**config.mk**
```make
export PLATFORM = sky130hd
export DESIGN_NAME = qspi_wb_seq_flat
export DESIGN_NICKNAME = d
export VERILOG_FILES = /design/src/rtl/qspi_wb_seq_if.sv /design/src/rtl/qspi_wb_seq.sv /design/src/flat_wrapper.sv
export SDC_FILE = /design/constraint.sdc
export NUM_CORES = 1
export LEC_CHECK = 0
export ABC_CLOCK_PERIOD_IN_PS = 3200
export BUFFER_PORTS_ARGS = -buffer_cell sky130_fd_sc_hd__buf_4
export CORE_ASPECT_RATIO = 1.25
export CORE_MARGIN = 2
export CORE_UTILIZATION = 53
export CTS_CLUSTER_DIAMETER = 200
export DETAILED_ROUTE_END_ITERATION = 10
export HOLD_SLACK_MARGIN = 0.1
export PLACE_DENSITY_LB_ADDON = 0.08
export SLEW_MARGIN = 25
export SYNTH_ARGS = -nofsm -noshare
export SYNTH_HDL_FRONTEND = slang
export SYNTH_SLANG_ARGS = --single-unit
```
**constraint.sdc**
```tcl
create_clock -name i_clk -period 3.2 [get_ports i_clk]
set_input_delay 0.16 -clock i_clk [delete_from_list [all_inputs] [get_ports i_clk]]
set_output_delay 0.16 -clock i_clk [all_outputs]
set_load 0.02 [all_outputs]
```
**src/rtl/qspi_wb_seq_if.sv**
```systemverilog
// Wishbone pipelined bus bundle between the QSPI sequencer (master) and the bus fabric (slave).
interface qspi_wb_seq_if #(
  parameter int unsigned ADDRBITS = 24,
  parameter int unsigned DATABITS = 16
);
  logic                o_wb_cyc;
  logic                o_wb_stb;
  logic                o_wb_we;
  logic [ADDRBITS-1:0] o_wb_adr;
  logic [DATABITS-1:0] o_wb_dat;
  logic                i_wb_stall;
  logic                i_wb_ack;
  logic                i_wb_err;
  logic [DATABITS-1:0] i_wb_dat;

  modport master (
    output o_wb_cyc, o_wb_stb, o_wb_we, o_wb_adr, o_wb_dat,
    input  i_wb_stall, i_wb_ack, i_wb_err, i_wb_dat
  );

  modport slave (
    input  o_wb_cyc, o_wb_stb, o_wb_we, o_wb_adr, o_wb_dat,
    output i_wb_stall, i_wb_ack, i_wb_err, i_wb_dat
  );
endinterface

```
**src/rtl/qspi_wb_seq.sv**
```systemverilog
// Turns QSPI slave read/write strobes into single Wishbone pipelined transactions with a one-deep request queue.
// Optional bus watchdog enabled by defining QSPI_WB_TIMEOUT_EN.
module qspi_wb_seq #(
  parameter int unsigned ADDRBITS       = 24,
  parameter int unsigned DATABITS       = 16,
  parameter int unsigned TIMEOUT_CYCLES = 255
) (
  input  logic                i_clk,
  input  logic                i_rst,
  input  logic                i_spirst,
  input  logic                i_spistbcmd,
  input  logic                i_spistbadr,
  input  logic                i_spistbrrq,
  input  logic                i_spistbwrq,
  input  logic [ADDRBITS-1:0] i_spiaddr,
  input  logic [DATABITS-1:0] i_spidata,
  output logic [DATABITS-1:0] o_spidata,
  qspi_wb_seq_if.master       wb,
  output logic                o_busy,
  output logic                o_ovr,
  output logic                o_err
);

  typedef enum logic [1:0] {IDLE, REQ, WAIT} state_t;

  if (TIMEOUT_CYCLES < 1) begin : g_bad_timeout
    $error("TIMEOUT_CYCLES must be at least 1");
  end

  state_t              state;
  logic [ADDRBITS-1:0] ptr;
  logic                q_vld;
  logic                q_we;
  logic [DATABITS-1:0] q_dat;

  logic                new_req;
  logic [ADDRBITS-1:0] eff_adr;
  logic                accepted;
  logic                bus_done;
  logic                tmo;
  logic                fin;
  logic                fin_err;

`ifdef QSPI_WB_TIMEOUT_EN
  localparam int unsigned CW = $clog2(TIMEOUT_CYCLES + 1);
  logic [CW-1:0] cnt;
`endif

  // Completion decode: a bus response only counts once the strobe has been accepted.
  always_comb begin
    new_req  = i_spistbrrq | i_spistbwrq;
    eff_adr  = i_spistbadr ? i_spiaddr : ptr;
    accepted = (state == WAIT) || ((state == REQ) && !wb.i_wb_stall);
    bus_done = accepted && (wb.i_wb_ack || wb.i_wb_err);
`ifdef QSPI_WB_TIMEOUT_EN
    tmo      = (cnt == CW'(TIMEOUT_CYCLES - 1));
`else
    tmo      = 1'b0;
`endif
    fin      = (state != IDLE) && (bus_done || tmo);
    fin_err  = bus_done ? wb.i_wb_err : 1'b1;
  end

  always_ff @(posedge i_clk or posedge i_rst) begin
    if (i_rst) begin
      state       <= IDLE;
      ptr         <= '0;
      q_vld       <= 1'b0;
      q_we        <= 1'b0;
      q_dat       <= '0;
      o_spidata   <= '0;
      o_busy      <= 1'b0;
      o_ovr       <= 1'b0;
      o_err       <= 1'b0;
      wb.o_wb_cyc <= 1'b0;
      wb.o_wb_stb <= 1'b0;
      wb.o_wb_we  <= 1'b0;
      wb.o_wb_adr <= '0;
      wb.o_wb_dat <= '0;
`ifdef QSPI_WB_TIMEOUT_EN
      cnt         <= '0;
`endif
    end else begin
      // Sticky flags clear first so a same-cycle event still sets them.
      if (i_spistbcmd) begin
        o_ovr <= 1'b0;
        o_err <= 1'b0;
      end
      if (i_spistbadr) ptr <= i_spiaddr;
`ifdef QSPI_WB_TIMEOUT_EN
      cnt <= cnt + CW'(1);
`endif

      if (i_spirst) begin
        state       <= IDLE;
        wb.o_wb_cyc <= 1'b0;
        wb.o_wb_stb <= 1'b0;
        q_vld       <= 1'b0;
        o_busy      <= 1'b0;
      end else if (state == IDLE) begin
        if (q_vld || new_req) begin
          state       <= REQ;
          wb.o_wb_cyc <= 1'b1;
          wb.o_wb_stb <= 1'b1;
          wb.o_wb_adr <= eff_adr;
          o_busy      <= 1'b1;
`ifdef QSPI_WB_TIMEOUT_EN
          cnt         <= '0;
`endif
          if (q_vld) begin
            wb.o_wb_we  <= q_we;
            wb.o_wb_dat <= q_dat;
            q_vld       <= new_req;
            q_we        <= i_spistbwrq;
            q_dat       <= i_spidata;
          end else begin
            wb.o_wb_we  <= i_spistbwrq;
            wb.o_wb_dat <= i_spidata;
          end
        end
      end else begin
        if (fin) begin
          state       <= IDLE;
          wb.o_wb_cyc <= 1'b0;
          wb.o_wb_stb <= 1'b0;
          o_busy      <= q_vld || new_req;
          if (fin_err) o_err <= 1'b1;
          if (!wb.o_wb_we) begin
            o_spidata <= fin_err ? '0 : wb.i_wb_dat;
            if (!i_spistbadr) ptr <= ptr + ADDRBITS'(1);
          end
        end else if ((state == REQ) && !wb.i_wb_stall) begin
          state       <= WAIT;
          wb.o_wb_stb <= 1'b0;
        end
        // Requests arriving mid-transaction: hold one, drop the rest.
        if (new_req) begin
          if (q_vld) begin
            o_ovr <= 1'b1;
          end else begin
            q_vld <= 1'b1;
            q_we  <= i_spistbwrq;
            q_dat <= i_spidata;
          end
        end
      end
    end
  end

endmodule

```
**src/flat_wrapper.sv**
```systemverilog
// flat-port wrapper written by rule: the top's interface ports become plain ports
module qspi_wb_seq_flat 
#(
  parameter int unsigned ADDRBITS       = 24,
  parameter int unsigned DATABITS       = 16,
  parameter int unsigned TIMEOUT_CYCLES = 255
)
  (i_clk, i_rst, i_spirst, i_spistbcmd, i_spistbadr, i_spistbrrq, i_spistbwrq, i_spiaddr, i_spidata, o_spidata, o_busy, o_ovr, o_err, wb_o_wb_cyc, wb_o_wb_stb, wb_o_wb_we, wb_o_wb_adr, wb_o_wb_dat, wb_i_wb_stall, wb_i_wb_ack, wb_i_wb_err, wb_i_wb_dat);
  qspi_wb_seq_if #(.ADDRBITS(ADDRBITS), .DATABITS(DATABITS)) wb_i ();
  input  logic i_clk;
  input  logic i_rst;
  input  logic i_spirst;
  input  logic i_spistbcmd;
  input  logic i_spistbadr;
  input  logic i_spistbrrq;
  input  logic i_spistbwrq;
  input  logic [ADDRBITS-1:0] i_spiaddr;
  input  logic [DATABITS-1:0] i_spidata;
  output logic [DATABITS-1:0] o_spidata;
  output logic o_busy;
  output logic o_ovr;
  output logic o_err;
  output wire logic [$bits(wb_i.o_wb_cyc)-1:0] wb_o_wb_cyc;
  output wire logic [$bits(wb_i.o_wb_stb)-1:0] wb_o_wb_stb;
  output wire logic [$bits(wb_i.o_wb_we)-1:0] wb_o_wb_we;
  output wire logic [$bits(wb_i.o_wb_adr)-1:0] wb_o_wb_adr;
  output wire logic [$bits(wb_i.o_wb_dat)-1:0] wb_o_wb_dat;
  input wire logic [$bits(wb_i.i_wb_stall)-1:0] wb_i_wb_stall;
  input wire logic [$bits(wb_i.i_wb_ack)-1:0] wb_i_wb_ack;
  input wire logic [$bits(wb_i.i_wb_err)-1:0] wb_i_wb_err;
  input wire logic [$bits(wb_i.i_wb_dat)-1:0] wb_i_wb_dat;
  assign wb_o_wb_cyc = wb_i.o_wb_cyc;
  assign wb_o_wb_stb = wb_i.o_wb_stb;
  assign wb_o_wb_we = wb_i.o_wb_we;
  assign wb_o_wb_adr = wb_i.o_wb_adr;
  assign wb_o_wb_dat = wb_i.o_wb_dat;
  assign wb_i.i_wb_stall = wb_i_wb_stall;
  assign wb_i.i_wb_ack = wb_i_wb_ack;
  assign wb_i.i_wb_err = wb_i_wb_err;
  assign wb_i.i_wb_dat = wb_i_wb_dat;
  qspi_wb_seq #(.ADDRBITS(ADDRBITS), .DATABITS(DATABITS), .TIMEOUT_CYCLES(TIMEOUT_CYCLES)) u_core (.i_clk(i_clk), .i_rst(i_rst), .i_spirst(i_spirst), .i_spistbcmd(i_spistbcmd), .i_spistbadr(i_spistbadr), .i_spistbrrq(i_spistbrrq), .i_spistbwrq(i_spistbwrq), .i_spiaddr(i_spiaddr), .i_spidata(i_spidata), .o_spidata(o_spidata), .wb(wb_i), .o_busy(o_busy), .o_ovr(o_ovr), .o_err(o_err));
endmodule
```
==> results.txt, run 1 <==
run status = completed
PD cells = 627 nW/um^2
GRT Overall Usage = 0.245
Yosys reg bits = 105
Max Cap Viol = 0
Worst IR Drop VDD = 403 uV
detailed placer's ending HPWL = 7.44 mm
hold slack = 0.107 ns
row cnt = 38
Reg-to-Reg End = u_core.o_spidata[6]$_DFFE_PP0P_
Initial Utilization = 0.548
Antenna diodes = 0
largest net degree at the start of global routing = 65
Avg WL per Cell = 14.8 microns
R2R setup slack = 1.03 ns
GRT overflow = 0
GPL Wtd Cong = 0.818
syn_nets = 539
Die Y = 110 microns
Slew @ Worst Pin = 0.963 ns
top_reg_cell synth = dfrtp_1
Yosys top cell by area = dfrtp_1
Crit. Startpoint = u_core.state[0]$_DFFE_PP0P_
Slew HR = 0.355
RR Startpoint = u_core.state[0]$_DFFE_PP0P_
CP endpoint = u_core.o_spidata[6]$_DFFE_PP0P_
crit start category = flop
post-placement setup slack = 1.08 ns
post-synthesis async set-or-reset flop share = 1.00
clk_lat worst skew = 0.38 ns
via count = 4084
vias in the first global route = 4041
clock power share = 0.201
Unique masters post-synth = 41
P_int = 2.73 mW
final hold violations = 0
Post-Route Utilization = 0.751
top cell type's share of synthesized area = 0.548
WS Path Type = reg2reg
die width = 89.1 microns
Tmin final = 2.17 ns
FF+latch area = 2630 sq um
mapped cell area = 4790 sq um
I/O Pins = 128
Final Total Pwr = 4.12 mW
Post-Syn Area per Cell = 10.2 sq um
share of total power in combinational logic = 0.334
number of detailed-route iterations in the first pass = 4
initial DRC count = 146
CTS H-tree lvls = 3
most frequent cells after synthesis = dfrtp_1, nand2_1, o21ai_0, mux2i_1, nand3_1
Seq/Total Area, Yosys = 0.548
fill count = 652
drt drc = 0
R2R depth = 5
Nets = 709
Setup TNS = 0 ns
maximum fanout along the worst path = 32
die area = 9820 sq um
Post-DRT Antenna Nets = 0
Clock transition at path regs = 0.10 ns
Hold Path Class = in2reg
CTS tree = done
first-pass GRT wire length = 18.7 mm
crit share post-route = 0.678
WP data required = 3.49 ns
initial antenna violation count = 0
final count of pins violating max slew = 0
DR vias/cell = 5.33
most common cell in the netlist = dfrtp_1
Fmax achieved = 461 MHz
CTS max path bufs = 2
Seq pwr share = 0.465
number of sinks on the clock net = 105
multi-input logic area = 2020 sq um
WP data arrival = 2.46 ns
fin worst setup slack = 1.03 ns
Post-CTS Setup Inserts = 0
Pleak = 3.04 nW
total CTS buffers = 9
ranking of synthesized cells by area = dfrtp_1, mux2i_1, o21ai_0
RSZ-0062 raised after global routing = no
area delta synth->final = 37.1%
Switching Share = 0.338
Clock Skew = 0.0105 ns
cell count after synthesis = 472
final WL = 11.4 mm
Post-synth EDFFs = 0
core area = 8750 sq um
endpoints failing setup = 0
layout cells sized above 1 = 0.241
Port Buffers = 127
yosys warns = 0
reported net switching power = 1.39 mW
Root Driver = clkbuf_8
Worst Setup End Kind = flop
-- stage by stage --
step / instances / area, sq um
5_1_grt: 766 / 6570
3_3_place_gp: 696 / 5820
4_1_cts: 766 / 6570
2_1_floorplan: 472 / 4790
3_5_place_dp: 696 / 5820
6_report: 766 / 6570
-- kinds of logic after synthesis --
group	share of synthesized area
AND/OR/NAND/NOR	0.167
flip-flops	0.548
buffers and inverters	0.0311
adder cells (fa/ha/maj)	0.00261
AO/OA/AOI/OAI	0.120
XOR/XNOR	0.00366
multiplexers	0.128
-- cell type report --
type | instances | share of cell area
inverters | 6 | 0.00381
flip-flops and latches | 105 | 0.400
clock inverters | 2 | 0.00571
clock buffers | 13 | 0.0242
well taps | 120 | 0.0229
repair buffers | 187 | 0.237
multi-input cells | 333 | 0.307
-- timing repair --
item	CTS	global route
hold buffers	55	0
resized for setup	0	0
hold endpoints to repair	126	0
endpoints found under the setup margin	0	0
-- registers in the layout, summed over array words and instances (netlist names), 2 cells and up --
| register | cells |
|---|---|
| u_core.state | 2 |
| u_core.wb.o_wb_adr | 24 |
| u_core.q_dat | 16 |
| u_core.o_spidata | 16 |
| u_core.wb.o_wb_dat | 16 |
| u_core.ptr | 24 |
-- worst min path at each step --
stage / cells past startpoint / start / slack, ns / to
finish: 3 / i_spiaddr[13] / 0.11 / u_core.wb.o_wb_adr[13]$_DFFE_PP0P_
global route: 3 / i_spiaddr[13] / 0.14 / u_core.wb.o_wb_adr[13]$_DFFE_PP0P_
CTS: 3 / i_spiaddr[9] / 0.10 / u_core.ptr[9]$_DFF_PP0_
detailed placement: 2 / i_rst / 0.30 / u_core.wb.o_wb_dat[6]$_DFFE_PP0P_
global placement: 2 / i_rst / 0.30 / u_core.wb.o_wb_dat[1]$_DFFE_PP0P_
floorplan: 1 / i_spistbcmd / 0.26 / u_core.o_err$_DFF_PP0_
-- power by group through the flow --
stage	combinational, mW	clock (mW)	sequential, mW
after floorplan	0.459	0	2.20
after global placement	1.30	0	1.92
after detailed placement	1.33	0	1.94
after CTS	1.38	0.852	1.92
after global routing	1.51	0.897	1.97
final	1.38	0.829	1.92
-- worst max-delay path, stage by stage (launching register included) --
cell,delay (ns)
dfrtp_1,0.45
nor3b_2,0.22
o211ai_1,0.79
buf_4,0.43
nand2_1,0.12
o21ai_0,0.09
-- layer usage --
| layer | wire (microns) | vias up | track usage |
|---|---|---|---|
| li1 | - | 1997 | - |
| met1 | 4660 | 1972 | 0.312 |
| met2 | 5970 | 98 | 0.414 |
| met3 | 481 | 17 | 0.0410 |
| met4 | 251 | 0 | 0.102 |
| met5 | 0 | - | 0 |
-- layout by cell type, fill, tap and decap left out, drive strengths merged, types with 2 or more instances in the layout --
cell type	instances
and4	3
o2111ai	2
dfrtp	105
xor2	2
nor2b	12
and3	4
nand3	19
or3	2
nand2	93
o21ai	72
nor3	8
inv	5
mux2	17
or4	5
nor2	8
clkbuf	13
a221o	3
dlygate4sd3	55
nand4	6
nor4	3
o32ai	2
mux2i	42
buf	132
a22oi	2
a21oi	16
o21a	2
No activity file was read; power rests on OpenSTA's default activity.
==> run 2, diff against run 1 <==
- ABC_CLOCK_PERIOD_IN_PS: 3200 -> 2200
- clock period: 3.2 -> 2.2 ns (I/O delays scaled with it)
==> run 2 against run 1 <==
Sequential share of layout area shrank 0.62 points. Utilization grew 1.2 points. Total power grew 42%. Critical path type unchanged. Non-clock buffer count grew 14. Routed wire length grew 0.26%. Clock power grew 27%. Global-route usage shrank 0.79 points. Clock skew is essentially flat. Via count grew 1.4%.
==> results.txt, run 2 (synthesis results as in run 1) <==
RR Startpoint = u_core.ptr[0]$_DFF_PP0_
Final Total Pwr = 5.87 mW
Crit. Startpoint = u_core.ptr[0]$_DFF_PP0_
DR vias/cell = 5.30
total CTS buffers = 9
Initial Utilization = 0.548
Max Cap Viol = 0
vias in the first global route = 4143
Root Driver = clkbuf_8
Tmin final = 1.84 ns
R2R setup slack = 0.36 ns
number of detailed-route iterations in the first pass = 4
Post-DRT Antenna Nets = 0
Slew @ Worst Pin = 0.539 ns
crit share post-route = 0.835
Fmax achieved = 544 MHz
Pleak = 3.09 nW
CTS max path bufs = 2
Clock Skew = 0.0109 ns
Avg WL per Cell = 14.6 microns
crit start category = flop
CP endpoint = u_core.ptr[16]$_DFF_PP0_
GRT overflow = 0
PD cells = 880 nW/um^2
R2R depth = 5
layout cells sized above 1 = 0.250
GRT Overall Usage = 0.237
Worst Setup End Kind = flop
CP peak stage delay = 0.44 ns
final hold violations = 0
area delta synth->final = 39.2%
Worst IR Drop VDD = 669 uV
Die Y = 110 microns
WP data required = 2.45 ns
Reg-to-Reg End = u_core.ptr[16]$_DFF_PP0_
Nets = 723
initial DRC count = 249
multi-input logic area = 2020 sq um
initial antenna violation count = 0
run status = completed
endpoints failing setup = 0
die area = 9820 sq um
Antenna diodes = 0
number of sinks on the clock net = 105
Hold Path Class = in2reg
CTS tree = done
largest net degree at the start of global routing = 106
die width = 89.1 microns
Clock transition at path regs = 0.09 ns
most frequent cells in the layout = buf_4, dfrtp_1, nand2_1, o21ai_0, dlygate4sd3_1
Port Buffers = 127
final count of pins violating max slew = 0
most common cell after layout, fill and taps aside = buf_4
detailed placer's ending HPWL = 7.60 mm
drt drc = 0
Critical-path top delay cell = dfrtp_1
RSZ-0062 raised after global routing = no
FF+latch area = 2630 sq um
maximum fanout along the worst path = 9
Slew HR = 0.641
first-pass GRT wire length = 18.1 mm
Setup TNS = 0 ns
WP data arrival = 2.09 ns
GPL Wtd Cong = 0.773
core area = 8750 sq um
CTS H-tree lvls = 3
cells along the critical path = ha_1 -> and4_1 -> and3_1 -> nand2_1 -> a221o_1
fill count = 656
clk_lat worst skew = 0.36 ns
I/O Pins = 128
WS Path Type = reg2reg
Top Registers = u_core.ptr x24, u_core.wb.o_wb_adr x24
final WL = 11.4 mm
row cnt = 38
via count = 4143
[run 2: changes by cell type in the layout (fill, tap and decap cells not counted)]
| cell | previous run | this run |
|---|---|---|
| buf_12 | 1 | 2 |
| buf_4 | 131 | 137 |
| bufinv_16 | 1 | 0 |
| clkbuf_1 | 2 | 1 |
| clkbuf_8 | 11 | 9 |
| clkinv_2 | 0 | 4 |
| clkinvlp_4 | 1 | 3 |
| dlygate4sd3_1 | 55 | 62 |
| inv_4 | 1 | 0 |
[run 2: what timing repair did]
item,in CTS,in global routing
resized for setup,0,0
endpoints found under the setup margin,0,13
hold endpoints to repair,209,0
setup buffers,0,2
hold buffers,62,0
[run 2: cell type report]
| type | instances | area share |
|---|---|---|
| clock buffer | 10 | 0.0191 |
| timing repair buffer | 201 | 0.253 |
| clock inverter | 6 | 0.00525 |
| inverter | 6 | 0.00394 |
| tap | 120 | 0.0225 |
| sequential | 105 | 0.394 |
| multi-input combinational | 333 | 0.302 |
[run 2: worst max-delay path: cells and delay by family (launching register included)]
family / cells / cell delay (ns)
AOI/OAI and AO/OA: 1 / 0.30
and+or+nand+nor: 3 / 0.78
DFF: 1 / 0.44
adders and majority gates: 1 / 0.21
[run 2: worst min path at each step]
| stage | startpoint | to | slack, ns | cells past startpoint |
|---|---|---|---|---|
| floorplan | i_spistbcmd | u_core.o_err$_DFF_PP0_ | 0.21 | 1 |
| global placement | i_rst | u_core.wb.o_wb_dat[6]$_DFFE_PP0P_ | 0.32 | 3 |
| detailed placement | i_rst | u_core.o_spidata[12]$_DFFE_PP0P_ | 0.33 | 3 |
| CTS | i_spistbrrq | u_core.q_vld$_DFFE_PP0P_ | 0.11 | 3 |
| global route | i_spistbrrq | u_core.q_vld$_DFFE_PP0P_ | 0.14 | 3 |
| finish | i_spistbrrq | u_core.q_vld$_DFFE_PP0P_ | 0.12 | 3 |
[run 2: metal layers]
metal,GRT usage,share of wire,vias to the layer above
met5,0,0,-
met1,0.277,0.42,2002
met4,0.0906,0.018,0
met2,0.422,0.52,105
li1,-,-,2022
met3,0.0521,0.045,14
[run 2: power by group]
group	internal, mW	total, mW	switching, mW
clock	0.405	1.05	0.645
sequential	2.46	2.79	0.329
combinational	0.941	2.03	1.09
total	3.81	5.87	2.06
[run 2: per-stage QoR]
stage / cells / setup WS [ns] / hold WS, ns / cell area, sq um / utilization
finish: 781 / 0.362 / 0.121 / 6670 / 0.763
global route: 781 / 0.214 / 0.137 / 6670 / 0.763
CTS: 779 / 0.145 / 0.106 / 6660 / 0.761
detailed placement: 701 / 0.157 / 0.326 / 5870 / 0.671
global placement: 701 / 0.297 / 0.319 / 5870 / 0.671
floorplan: 472 / 0.349 / 0.214 / 4800 / -
==> run 3, diff against run 2 <==
- ABC_AREA: default -> 1
- ABC_CLOCK_PERIOD_IN_PS: 2200 -> 1800
- CORE_UTILIZATION: 53 -> 54
- clock period: 2.2 -> 1.8 ns (I/O delays scaled with it)
==> run 3 against run 2 <==
Total power increased by 39%. Utilization decreased by 1.1 points. Global-route usage increased by 5.3 points. First-iteration DRC count increased by 10%. Routed wire length increased by 28%. Non-clock buffer count decreased by 8. Die area increased by 7.1%. Clock power increased by 93%. Flip-flop and latch count unchanged. Sequential share of layout area decreased by 2.6 points. Critical path type is now in2reg. Largest power group unchanged.
==> results.txt, run 3 <==
run status = completed
Pleak = 3.76 nW
Post-DRT Antenna Nets = 0
Setup TNS = 0 ns
initial antenna violation count = 0
Final Total Pwr = 8.15 mW
most frequent cells in the layout = nand2_1, buf_4, dfrtp_1, nor2_1, dlygate4sd3_1
mapped cell area = 5240 sq um
CTS tree = done
PD cells = 1140 nW/um^2
Fmax achieved = 607 MHz
endpoints failing setup = 0
number of sinks on the clock net = 105
Hold Path Class = in2reg
post-synthesis async set-or-reset flop share = 1.00
fill count = 763
syn_nets = 784
Slew HR = 0.744
Die Y = 114 microns
drt drc = 0
detailed placer's ending HPWL = 10.1 mm
DR vias/cell = 5.28
WP data required = 2.09 ns
final hold violations = 0
most common cell in the netlist = nand2_1
GRT Overall Usage = 0.290
area delta synth->final = 36.3%
CTS max path bufs = 2
vias in the first global route = 5380
total CTS buffers = 9
Antenna diodes = 0
largest net degree at the start of global routing = 47
Nets = 958
GPL Wtd Cong = 0.943
Yosys top cell by area = dfrtp_1
most frequent cells after synthesis = nand2_1, dfrtp_1, nor2_1, inv_1, nand3_1
maximum fanout along the worst path = 21
top_reg_cell synth = dfrtp_1
die area = 10500 sq um
die width = 92.1 microns
I/O Pins = 128
crit start category = primary input
Seq/Total Area, Yosys = 0.501
row cnt = 40
initial DRC count = 274
Tmin final = 1.65 ns
Yosys reg bits = 105
cell count after synthesis = 717
Clock Skew = 0.00601 ns
crit share post-route = 0.916
Post-Syn Area per Cell = 7.31 sq um
clk_lat worst skew = 0.35 ns
final count of pins violating max slew = 0
Worst IR Drop VDD = 722 uV
yosys warns = 0
Initial Utilization = 0.551
core area = 9510 sq um
Root Driver = clkbuf_16
Post-synth EDFFs = 0
top cell type's share of synthesized area = 0.501
number of detailed-route iterations in the first pass = 5
WS Path Type = in2reg
Clock transition at path regs = 0.07 ns
via count = 5399
Max Cap Viol = 0
ranking of synthesized cells by area = dfrtp_1, nand2_1, nor2_1
layout cells sized above 1 = 0.200
first-pass GRT wire length = 24.2 mm
Avg WL per Cell = 14.3 microns
final WL = 14.6 mm
Port Buffers = 127
most common cell after layout, fill and taps aside = nand2_1
WHS Path Cells = 5
Worst Setup End Kind = flop
Unique masters post-synth = 30
WP data arrival = 1.94 ns
Top Registers = u_core.ptr x24, u_core.wb.o_wb_adr x24
RSZ-0062 raised after global routing = no
Post-CTS Setup Inserts = 0
Slew @ Worst Pin = 0.383 ns
CTS H-tree lvls = 3
R2R depth = 6
GRT overflow = 0
run 3: changes by cell type in the layout (fill, tap and decap cells not counted), sizes merged, moves of 8 or more:
cell,before,now
dlygate4sd3,62,46
nand2,93,343
inv,4,45
mux2,17,0
mux2i,42,0
a31oi,0,17
a21oi,16,4
nand3,19,36
buf,139,147
o21ai,72,36
nor2b,12,0
nor2,8,74
run 3: power breakdown:
| group | switching (mW) | internal [mW] |
|---|---|---|
| clock | 0.879 | 1.16 |
| combinational | 1.61 | 1.12 |
| sequential | 0.402 | 2.98 |
| total | 2.89 | 5.26 |
run 3: per-layer routing:
| metal | share of wire | routed length [microns] | global-route usage |
|---|---|---|---|
| met5 | 0 | 0 | 0 |
| met4 | 0.047 | 680 | 0.159 |
| met3 | 0.044 | 647 | 0.0388 |
| met2 | 0.53 | 7710 | 0.528 |
| met1 | 0.38 | 5570 | 0.328 |
run 3: worst paths after layout:
check	startpoint	endpoint	slack (ns)
hold / removal	i_spiaddr[2]	u_core.wb.o_wb_adr[2]$_DFFE_PP0P_	0.1
max in group asynchronous	i_rst	u_core.o_spidata[7]$_DFFE_PP0P_	1.05
setup reg to reg	u_core.state[1]$_DFFE_PP0P_	u_core.o_err$_DFF_PP0_	0.15
min in group asynchronous	i_rst	u_core.o_spidata[13]$_DFFE_PP0P_	0.22
setup / recovery	i_spistbwrq	u_core.wb.o_wb_adr[23]$_DFFE_PP0P_	0.15
hold reg to reg	u_core.wb.o_wb_adr[16]$_DFFE_PP0P_	u_core.wb.o_wb_adr[16]$_DFFE_PP0P_	0.47
run 3: final cells by class:
type | instances | area (sq um) | share of cell area
Clock inverter | 4 | 51.3 | 0.00718
Tap cell | 126 | 158 | 0.0221
Inverter | 47 | 180 | 0.0252
Multi-Input combinational cell | 535 | 2270 | 0.318
Sequential cell | 105 | 2630 | 0.368
Timing Repair Buffer | 193 | 1610 | 0.225
Clock buffer | 12 | 256 | 0.0359
run 3: cells by family (layout without fill, tap and decap cells):
kind of cell,after synthesis,in the layout,share of synthesized area
DFF,105,105,0.501
and+or+nand+nor,472,472,0.364
adders and majority gates,1,1,0.00239
AOI/OAI and AO/OA,62,62,0.0668
buffers and inverters,77,256,0.0659
run 3: what timing repair did:
| action | in CTS | in global routing |
|---|---|---|
| hold endpoints to repair | 162 | 0 |
| setup endpoints to repair | 0 | 2 |
| hold buffers | 46 | 0 |
| resized for setup | 0 | 1 |
run 3: critical path, cell delays in order:
cell           delay, ns
dlygate4sd3_1       0.54
buf_4               0.15
nor2_1              0.17
inv_1               0.12
o21ai_2             0.24
nor2_4              0.11
inv_2               0.08
buf_4               0.26
nand2_1             0.09
nand2_1             0.07
run 3: per-stage QoR:
step	setup slack (ns)	instances	cell area, sq um	hold WS [ns]	utilization
2_1_floorplan	0.339	717	5250	0.231	-
3_3_place_gp	0.304	960	6380	0.0206	0.671
3_5_place_dp	0.218	960	6380	0.0212	0.671
4_1_cts	0.141	1022	7140	0.100	0.751
5_1_grt	0.0202	1022	7150	0.119	0.752
6_report	0.152	1022	7150	0.0953	0.752
